==> src/rtl/frame_diff_scanner_pkg.sv <==
// rtl/frame_diff_scanner_pkg.sv - object codes and cell priority encoder shared by the scanner
package frame_pkg;

  localparam int CODE_BITS = 3;

  typedef logic [CODE_BITS-1:0] obj_code_t;

  localparam obj_code_t CODE_EMPTY  = 3'b000;
  localparam obj_code_t CODE_HEAD   = 3'b001;
  localparam obj_code_t CODE_BODY   = 3'b010;
  localparam obj_code_t CODE_APPLE  = 3'b011;
  localparam obj_code_t CODE_BORDER = 3'b100;

  // Border wins over everything, then head, body, apple.
  function automatic obj_code_t encode_cell(input logic border, input logic head,
                                            input logic body, input logic apple);
    obj_code_t c;
    c = CODE_EMPTY;
    if (border)     c = CODE_BORDER;
    else if (head)  c = CODE_HEAD;
    else if (body)  c = CODE_BODY;
    else if (apple) c = CODE_APPLE;
    return c;
  endfunction

endpackage

==> src/rtl/frame_diff_scanner_if.sv <==
// rtl/frame_diff_scanner_if.sv - cell flag inputs and per-cell result outputs of the scanner
interface frame_diff_scanner_if #(
  parameter int GRID_W = 16,
  parameter int GRID_H = 12,
  parameter int CODE_W = 3
);
  localparam int XW = $clog2(GRID_W);
  localparam int YW = $clog2(GRID_H);
  localparam int CW = $clog2(GRID_W * GRID_H + 1);

  logic              enable;
  logic              body;
  logic              head;
  logic              apple;
  logic              border;
  logic              force_redraw;
  logic [XW-1:0]     x;
  logic [YW-1:0]     y;
  logic [XW-1:0]     cell_x;
  logic [YW-1:0]     cell_y;
  logic [CODE_W-1:0] obj_code;
  logic              diff;
  logic              out_valid;
  logic              frame_done;
  logic [CW-1:0]     diff_count;

  modport master (
    output enable, body, head, apple, border, force_redraw,
    input  x, y, cell_x, cell_y, obj_code, diff, out_valid, frame_done, diff_count
  );

  modport slave (
    input  enable, body, head, apple, border, force_redraw,
    output x, y, cell_x, cell_y, obj_code, diff, out_valid, frame_done, diff_count
  );

endinterface

==> src/rtl/frame_diff_scanner_code_mem.sv <==
// rtl/frame_diff_scanner_code_mem.sv - previous-frame code store, read-before-write at one address
module frame_code_mem #(
  parameter int DEPTH  = 192,
  parameter int CODE_W = 3,
  parameter int ADDR_W = $clog2(DEPTH)
) (
  input  logic              clk,
  input  logic              nrst,
  input  logic              we,
  input  logic [ADDR_W-1:0] addr,
  input  logic [CODE_W-1:0] wdata,
  output logic [CODE_W-1:0] rdata
);

  logic [CODE_W-1:0] mem [DEPTH];

  // Combinational read returns the old value while the same address is being written.
  always_comb begin
    rdata = '0;
    if (int'(addr) < DEPTH) rdata = mem[addr];
  end

  // Reset empties every cell so the first frame compares against EMPTY.
  always_ff @(posedge clk or negedge nrst) begin
    if (!nrst) begin
      for (int i = 0; i < DEPTH; i++) mem[i] <= '0;
    end else if (we && (int'(addr) < DEPTH)) begin
      mem[addr] <= wdata;
    end
  end

endmodule

==> src/rtl/frame_diff_scanner.sv <==
// rtl/frame_diff_scanner.sv - raster scan of the game grid reporting cells whose object code changed
module frame_diff_scanner #(
  parameter int GRID_W = 16,
  parameter int GRID_H = 12,
  parameter int CODE_W = 3
) (
  input logic                 clk,
  input logic                 nrst,
  frame_diff_scanner_if.slave bus
);
  import frame_pkg::*;

  localparam int NCELL = GRID_W * GRID_H;
  localparam int XW    = $clog2(GRID_W);
  localparam int YW    = $clog2(GRID_H);
  localparam int CW    = $clog2(NCELL + 1);
  localparam int AW    = $clog2(NCELL);

  logic [XW-1:0]     x_q;
  logic [YW-1:0]     y_q;
  logic [XW-1:0]     cell_x_q;
  logic [YW-1:0]     cell_y_q;
  logic [CODE_W-1:0] obj_code_q;
  logic              diff_q;
  logic              out_valid_q;
  logic              frame_done_q;
  logic [CW-1:0]     diff_count_q;
  logic [CW-1:0]     accum_q;
  logic              redraw_pending;
  logic              redraw_active;

  logic [CODE_W-1:0] code;
  logic [CODE_W-1:0] prev_code;
  logic              first_cell;
  logic              last_cell;
  logic              redraw_now;
  logic              diff_now;
  logic [AW-1:0]     addr;

  // Per-cell decode: object code, frame position and whether the cell must be redrawn.
  always_comb begin
    code       = CODE_W'(encode_cell(bus.border, bus.head, bus.body, bus.apple));
    first_cell = (x_q == '0) && (y_q == '0);
    last_cell  = (x_q == XW'(GRID_W - 1)) && (y_q == YW'(GRID_H - 1));
    redraw_now = first_cell ? (redraw_pending | bus.force_redraw) : redraw_active;
    diff_now   = (code != prev_code) | redraw_now;
    addr       = AW'(y_q) * AW'(GRID_W) + AW'(x_q);
  end

  frame_code_mem #(
    .DEPTH  (NCELL),
    .CODE_W (CODE_W),
    .ADDR_W (AW)
  ) u_code_mem (
    .clk   (clk),
    .nrst  (nrst),
    .we    (bus.enable),
    .addr  (addr),
    .wdata (code),
    .rdata (prev_code)
  );

  // Raster scan position, advancing one cell per enabled cycle.
  always_ff @(posedge clk or negedge nrst) begin
    if (!nrst) begin
      x_q <= '0;
      y_q <= '0;
    end else if (bus.enable) begin
      if (x_q == XW'(GRID_W - 1)) begin
        x_q <= '0;
        y_q <= (y_q == YW'(GRID_H - 1)) ? '0 : y_q + 1'b1;
      end else begin
        x_q <= x_q + 1'b1;
      end
    end
  end

  // Registered result of the cell sampled last cycle; data holds while disabled.
  always_ff @(posedge clk or negedge nrst) begin
    if (!nrst) begin
      cell_x_q     <= '0;
      cell_y_q     <= '0;
      obj_code_q   <= '0;
      diff_q       <= 1'b0;
      out_valid_q  <= 1'b0;
      frame_done_q <= 1'b0;
    end else begin
      out_valid_q  <= bus.enable;
      frame_done_q <= bus.enable & last_cell;
      if (bus.enable) begin
        cell_x_q   <= x_q;
        cell_y_q   <= y_q;
        obj_code_q <= code;
        diff_q     <= diff_now;
      end
    end
  end

  // Redraw requests are latched and only take effect from the next frame start.
  always_ff @(posedge clk or negedge nrst) begin
    if (!nrst) begin
      redraw_pending <= 1'b0;
      redraw_active  <= 1'b0;
    end else if (bus.enable && first_cell) begin
      redraw_active  <= redraw_pending | bus.force_redraw;
      redraw_pending <= 1'b0;
    end else if (bus.force_redraw) begin
      redraw_pending <= 1'b1;
    end
  end

  // Changed-cell count; the published value updates only when a frame completes.
  always_ff @(posedge clk or negedge nrst) begin
    if (!nrst) begin
      accum_q      <= '0;
      diff_count_q <= '0;
    end else if (bus.enable) begin
      accum_q <= first_cell ? CW'(diff_now) : accum_q + CW'(diff_now);
      if (last_cell) diff_count_q <= accum_q + CW'(diff_now);
    end
  end

  assign bus.x          = x_q;
  assign bus.y          = y_q;
  assign bus.cell_x     = cell_x_q;
  assign bus.cell_y     = cell_y_q;
  assign bus.obj_code   = obj_code_q;
  assign bus.diff       = diff_q;
  assign bus.out_valid  = out_valid_q;
  assign bus.frame_done = frame_done_q;
  assign bus.diff_count = diff_count_q;

endmodule
==> src/flat_wrapper.sv <==
// flat-port wrapper written by rule: the top's interface ports become plain ports
module frame_diff_scanner_flat import frame_pkg::*;
#(
  parameter int GRID_W = 16,
  parameter int GRID_H = 12,
  parameter int CODE_W = 3
)
  (clk, nrst, bus_enable, bus_body, bus_head, bus_apple, bus_border, bus_force_redraw, bus_x, bus_y, bus_cell_x, bus_cell_y, bus_obj_code, bus_diff, bus_out_valid, bus_frame_done, bus_diff_count);
  frame_diff_scanner_if #(.GRID_W(GRID_W), .GRID_H(GRID_H), .CODE_W(CODE_W)) bus_i ();
  input logic clk;
  input logic nrst;
  input wire logic [$bits(bus_i.enable)-1:0] bus_enable;
  input wire logic [$bits(bus_i.body)-1:0] bus_body;
  input wire logic [$bits(bus_i.head)-1:0] bus_head;
  input wire logic [$bits(bus_i.apple)-1:0] bus_apple;
  input wire logic [$bits(bus_i.border)-1:0] bus_border;
  input wire logic [$bits(bus_i.force_redraw)-1:0] bus_force_redraw;
  output wire logic [$bits(bus_i.x)-1:0] bus_x;
  output wire logic [$bits(bus_i.y)-1:0] bus_y;
  output wire logic [$bits(bus_i.cell_x)-1:0] bus_cell_x;
  output wire logic [$bits(bus_i.cell_y)-1:0] bus_cell_y;
  output wire logic [$bits(bus_i.obj_code)-1:0] bus_obj_code;
  output wire logic [$bits(bus_i.diff)-1:0] bus_diff;
  output wire logic [$bits(bus_i.out_valid)-1:0] bus_out_valid;
  output wire logic [$bits(bus_i.frame_done)-1:0] bus_frame_done;
  output wire logic [$bits(bus_i.diff_count)-1:0] bus_diff_count;
  assign bus_i.enable = bus_enable;
  assign bus_i.body = bus_body;
  assign bus_i.head = bus_head;
  assign bus_i.apple = bus_apple;
  assign bus_i.border = bus_border;
  assign bus_i.force_redraw = bus_force_redraw;
  assign bus_x = bus_i.x;
  assign bus_y = bus_i.y;
  assign bus_cell_x = bus_i.cell_x;
  assign bus_cell_y = bus_i.cell_y;
  assign bus_obj_code = bus_i.obj_code;
  assign bus_diff = bus_i.diff;
  assign bus_out_valid = bus_i.out_valid;
  assign bus_frame_done = bus_i.frame_done;
  assign bus_diff_count = bus_i.diff_count;
  frame_diff_scanner #(.GRID_W(GRID_W), .GRID_H(GRID_H), .CODE_W(CODE_W)) u_core (.clk(clk), .nrst(nrst), .bus(bus_i));
endmodule
==> config.mk <==
export PLATFORM = sky130hd
export DESIGN_NAME = frame_diff_scanner_flat
export DESIGN_NICKNAME = d
export VERILOG_FILES = /design/src/rtl/frame_diff_scanner_pkg.sv /design/src/rtl/frame_diff_scanner_if.sv /design/src/rtl/frame_diff_scanner_code_mem.sv /design/src/rtl/frame_diff_scanner.sv /design/src/flat_wrapper.sv
export SDC_FILE = /design/constraint.sdc
export NUM_CORES = 1
export LEC_CHECK = 0
export CAP_MARGIN = 25
export CORE_MARGIN = 5
export CORE_UTILIZATION = 60
export CTS_CLUSTER_SIZE = 40
export DETAILED_ROUTE_END_ITERATION = 10
export PLACE_DENSITY = 0.77
export RECOVER_POWER = 25
export SLEW_MARGIN = 40
export SYNTH_ARGS = -nofsm -noshare
export SYNTH_HDL_FRONTEND = slang
export SYNTH_HIERARCHICAL = 1
export SYNTH_SLANG_ARGS = --single-unit
==> constraint.sdc <==
create_clock -name clk -period 7.4 [get_ports clk]
set_input_delay 1.48 -clock clk [delete_from_list [all_inputs] [get_ports clk]]
set_output_delay 1.48 -clock clk [all_outputs]
set_load 0.005 [all_outputs]
==> impl_metrics.tcl <==
set metrics [dict create \
    syn_nets 2018 \
    fin_cells 2632 \
    syn-instance-count 2004 \
    synthArstFlopShare 1.00 \
    r2r_slack_ns 1.79 \
    syn-mean-instance-area_um2 14.3 \
    peakVddDrop_mv 0.188 \
    synth.area.top_cells "dfrtp_1 (54%), mux2_2 (23%), mux4_2 (11%), a22oi_1 (1.8%), nand2_1 (1.7%)" \
    final_util 0.667 \
    period_share 0.758 \
    clk_pin_slew_ns 0.07 \
    grt_pass1_wl_um 108000 \
    areaGrowthSynthToFinish_pct 10.3 \
    maxSlewViolCount 203 \
    clock_skew_ns 0.0181 \
    hold_buffers 0 \
    rr_endpoint "u_core/accum_q[6]" \
    synth_seq_area_share 0.537 \
    cts.sinks 616 \
    setup-violations-final 0 \
    drc_errors 0 \
    io_buffers 37 \
    nFillCells 3249 \
    synthTopCellsByCount "dfrtp_1 (616), mux2_2 (588), mux4_2 (144), nand2_1 (131), clkbuf_1 (99)" \
    status "complete, but fails checks" \
    clock_path_buffers 3 \
    synth_edf_count 0 \
    internal_power_mw 6.21 \
    die_y_um 229 \
    nets 1984 \
    crit_type "flop to flop" \
    min_period_ns 5.61 \
    hp-class "flop to flop" \
    worstPathRequired_ns 7.91 \
    antenna_found_initial 1 \
    clkPwrFrac 0.373 \
    switchingPower_mw 2.56 \
    rsz0062_at_grt "no" \
    wl_per_cell_um 25.7 \
    dieArea_um2 52400 \
    cts_max_level 2 \
    synth_top_area_frac 0.537 \
    hold_viol 0 \
    cts_root_buf "clkbuf_16" \
    grt_max_degree 135 \
    post_cts_resized 0 \
    rr_startpoint "u_core/bus.x[0]" \
    ant_nets 0 \
    cts_setup_buffers 0 \
    dr.pass1.iters 5 \
    core_area_um2 47500 \
    pwr-share-comb 0.194 \
    synth_ff_type "dfrtp_1" \
    crit_path_end_kind "flop" \
    viasPerCell 6.56 \
    layout-drive-gt1-share 0.447 \
    power_frac_seq 0.433 \
    wl_um 67600 \
    multi_input_area_um2 12600 \
    synth_seq_cells 616 \
    grt_use_total 0.261 \
    grt_busiest_layer "met2" \
    dieWidth_um 229 \
    grt_pass1_vias 18400 \
    fmax_mhz 178 \
    dpl.cell_count 2519 \
    crit_start "u_core/bus.x[0]" \
    seq_area_um2 15400 \
    endpoint "u_core/accum_q[6]" \
    static-leakage-power_nw 14.8 \
    rows 80 \
    start_util 0.604 \
    synthDistinctLibCells 48 \
    use_met3 0.0534 \
    grt_use_met1 0.361 \
    critical_path.startpoint_type "flop" \
    io_pins 38 \
    drv_cap 4 \
    vias 17300 \
    grt_util_met2 0.412 \
    violations "capacitance limit, slew limit" \
    cts_tree "built" \
    cts_buffers 61 \
    insertion_delay_ns 0.63 \
    maxSlewHeadroom -0.685 \
    tightest_slew_ns 2.53 \
    yosysMostFrequentCell "dfrtp_1" \
    cp_max_fo 45 \
    dp.final_hpwl_um 40900 \
    powerDensity_nw_per_um2 277 \
    gp_congestion 0.841 \
    fin_tns_setup_ns 0 \
    synth_top_area_cell "dfrtp_1" \
    p_sw_frac 0.292 \
    rr_worst_depth 17 \
    cp_data_arrival_time_ns 6.12 \
    synthesis.area_um2 28700 \
    grt.overflow.total 0 \
    ys_warn_count 6 \
    drtIter0Drc 1452 \
]
power groups by stage:
stage	registers (mW)	logic [mW]	clock network, mW
4_1_cts	3.80	1.70	3.32
6_report	3.80	1.70	3.27
2_1_floorplan	3.69	1.27	0
3_3_place_gp	3.88	1.61	0
3_5_place_dp	3.85	1.69	0
5_1_grt	3.82	1.82	3.47
metrics by stage:
stage / hold WS [ns] / setup slack (ns) / cell area, um^2 / power, mW
after global routing: 0.510 / 1.40 / 31700 / 9.11
after CTS: 0.502 / 1.80 / 31600 / 8.82
after floorplan: 0.474 / 3.42 / 28700 / 4.96
final: 0.500 / 1.79 / 31700 / 8.77
after global placement: 0.482 / 1.81 / 29400 / 5.49
after detailed placement: 0.489 / 1.84 / 29500 / 5.54
cells in the final DEF, fill, tap and decap left out, types with 3 or more instances in the layout:
master	instances
a21oi_1	47
a22o_1	5
a22oi_1	70
and3_1	6
and3_2	9
buf_12	5
buf_16	5
buf_4	12
bufinv_16	9
clkbuf_1	13
clkbuf_16	63
clkbuf_8	13
clkdlybuf4s50_1	35
clkinv_2	13
dfrtp_1	614
ha_1	6
inv_1	11
mux2_2	588
mux4_2	144
nand2_1	131
nand2b_1	5
nand3_1	28
nand3_2	3
nand4_1	10
nand4_2	3
nor2_1	69
nor2_2	10
nor2b_1	10
nor3_1	5
nor4_1	7
o21ai_0	14
o21bai_1	4
o22ai_1	6
xnor2_1	7
how the worst min path moves through the flow:
stage	startpoint	end	slack, ns	cells after the start
CTS	u_core/u_code_mem/mem[112]	u_core/u_code_mem/mem[112]	0.50	1
global placement	u_core/u_code_mem/mem[481]	u_core/u_code_mem/mem[481]	0.48	1
global route	u_core/u_code_mem/mem[506]	u_core/u_code_mem/mem[506]	0.51	1
floorplan	u_core/u_code_mem/mem[483]	u_core/u_code_mem/mem[483]	0.47	1
detailed placement	u_core/u_code_mem/mem[112]	u_core/u_code_mem/mem[112]	0.49	1
finish	u_core/u_code_mem/mem[528]	u_core/u_code_mem/mem[528]	0.50	1
kinds of logic (layout without fill, tap and decap cells):
logic type,count (synthesis),in the layout,synth area share
buffers and inverters,172,184,0.0280
other,0,1,0
adder cells (fa/ha/maj),6,6,0.00261
XOR/XNOR,7,7,0.00213
multiplexers,734,734,0.344
flip-flops,616,616,0.537
AND/OR/NAND/NOR,312,312,0.0499
AO/OA/AOI/OAI,157,157,0.0368
cell type report:
cell class	instances	area share
Sequential cell	616	0.487
Multi-Input combinational cell	1216	0.398
Inverter	11	0.00130
Clock buffer	85	0.0561
Timing Repair Buffer	64	0.0231
Antenna cell	1	0.0000789
Tap cell	615	0.0243
Clock inverter	24	0.0111
flip-flops by register name (all words and copies together), names as in the netlist:
register and cells:
u_core/bus.x 4, u_core/bus.out_valid 1, u_core/bus.obj_code 3, u_core/bus.frame_done 1, u_core/redraw_active 1, u_core/bus.diff_count 8, u_core/redraw_pending 1, u_core/bus.cell_y 4
u_core/bus.y 4, u_core/bus.cell_x 4, u_core/bus.diff 1, u_core/u_code_mem/mem 576, u_core/accum_q 8
worst max-delay path: stages, from the launching register on:
cell	delay, ns
dfrtp_4	0.71
buf_12	0.29
buf_12	0.35
mux4_2	0.56
a22oi_1	0.31
a21oi_1	0.13
nor4_2	0.54
o22ai_1	0.27
o21bai_1	0.26
a211oi_1	0.47
nor2_1	0.13
nand3_1	0.11
ha_1	0.18
ha_1	0.22
and3_1	0.24
and3_1	0.22
o21ai_0	0.09
a22o_1	0.32
routing by layer:
layer | vias up | routed length [um] | share of wire
li1 | 7354 | - | -
met1 | 9191 | 27800 | 0.41
met2 | 555 | 32400 | 0.48
met3 | 163 | 4340 | 0.064
met4 | 0 | 3000 | 0.044
met5 | - | 0 | 0
Note: power is estimated with default switching activity, not from simulation.
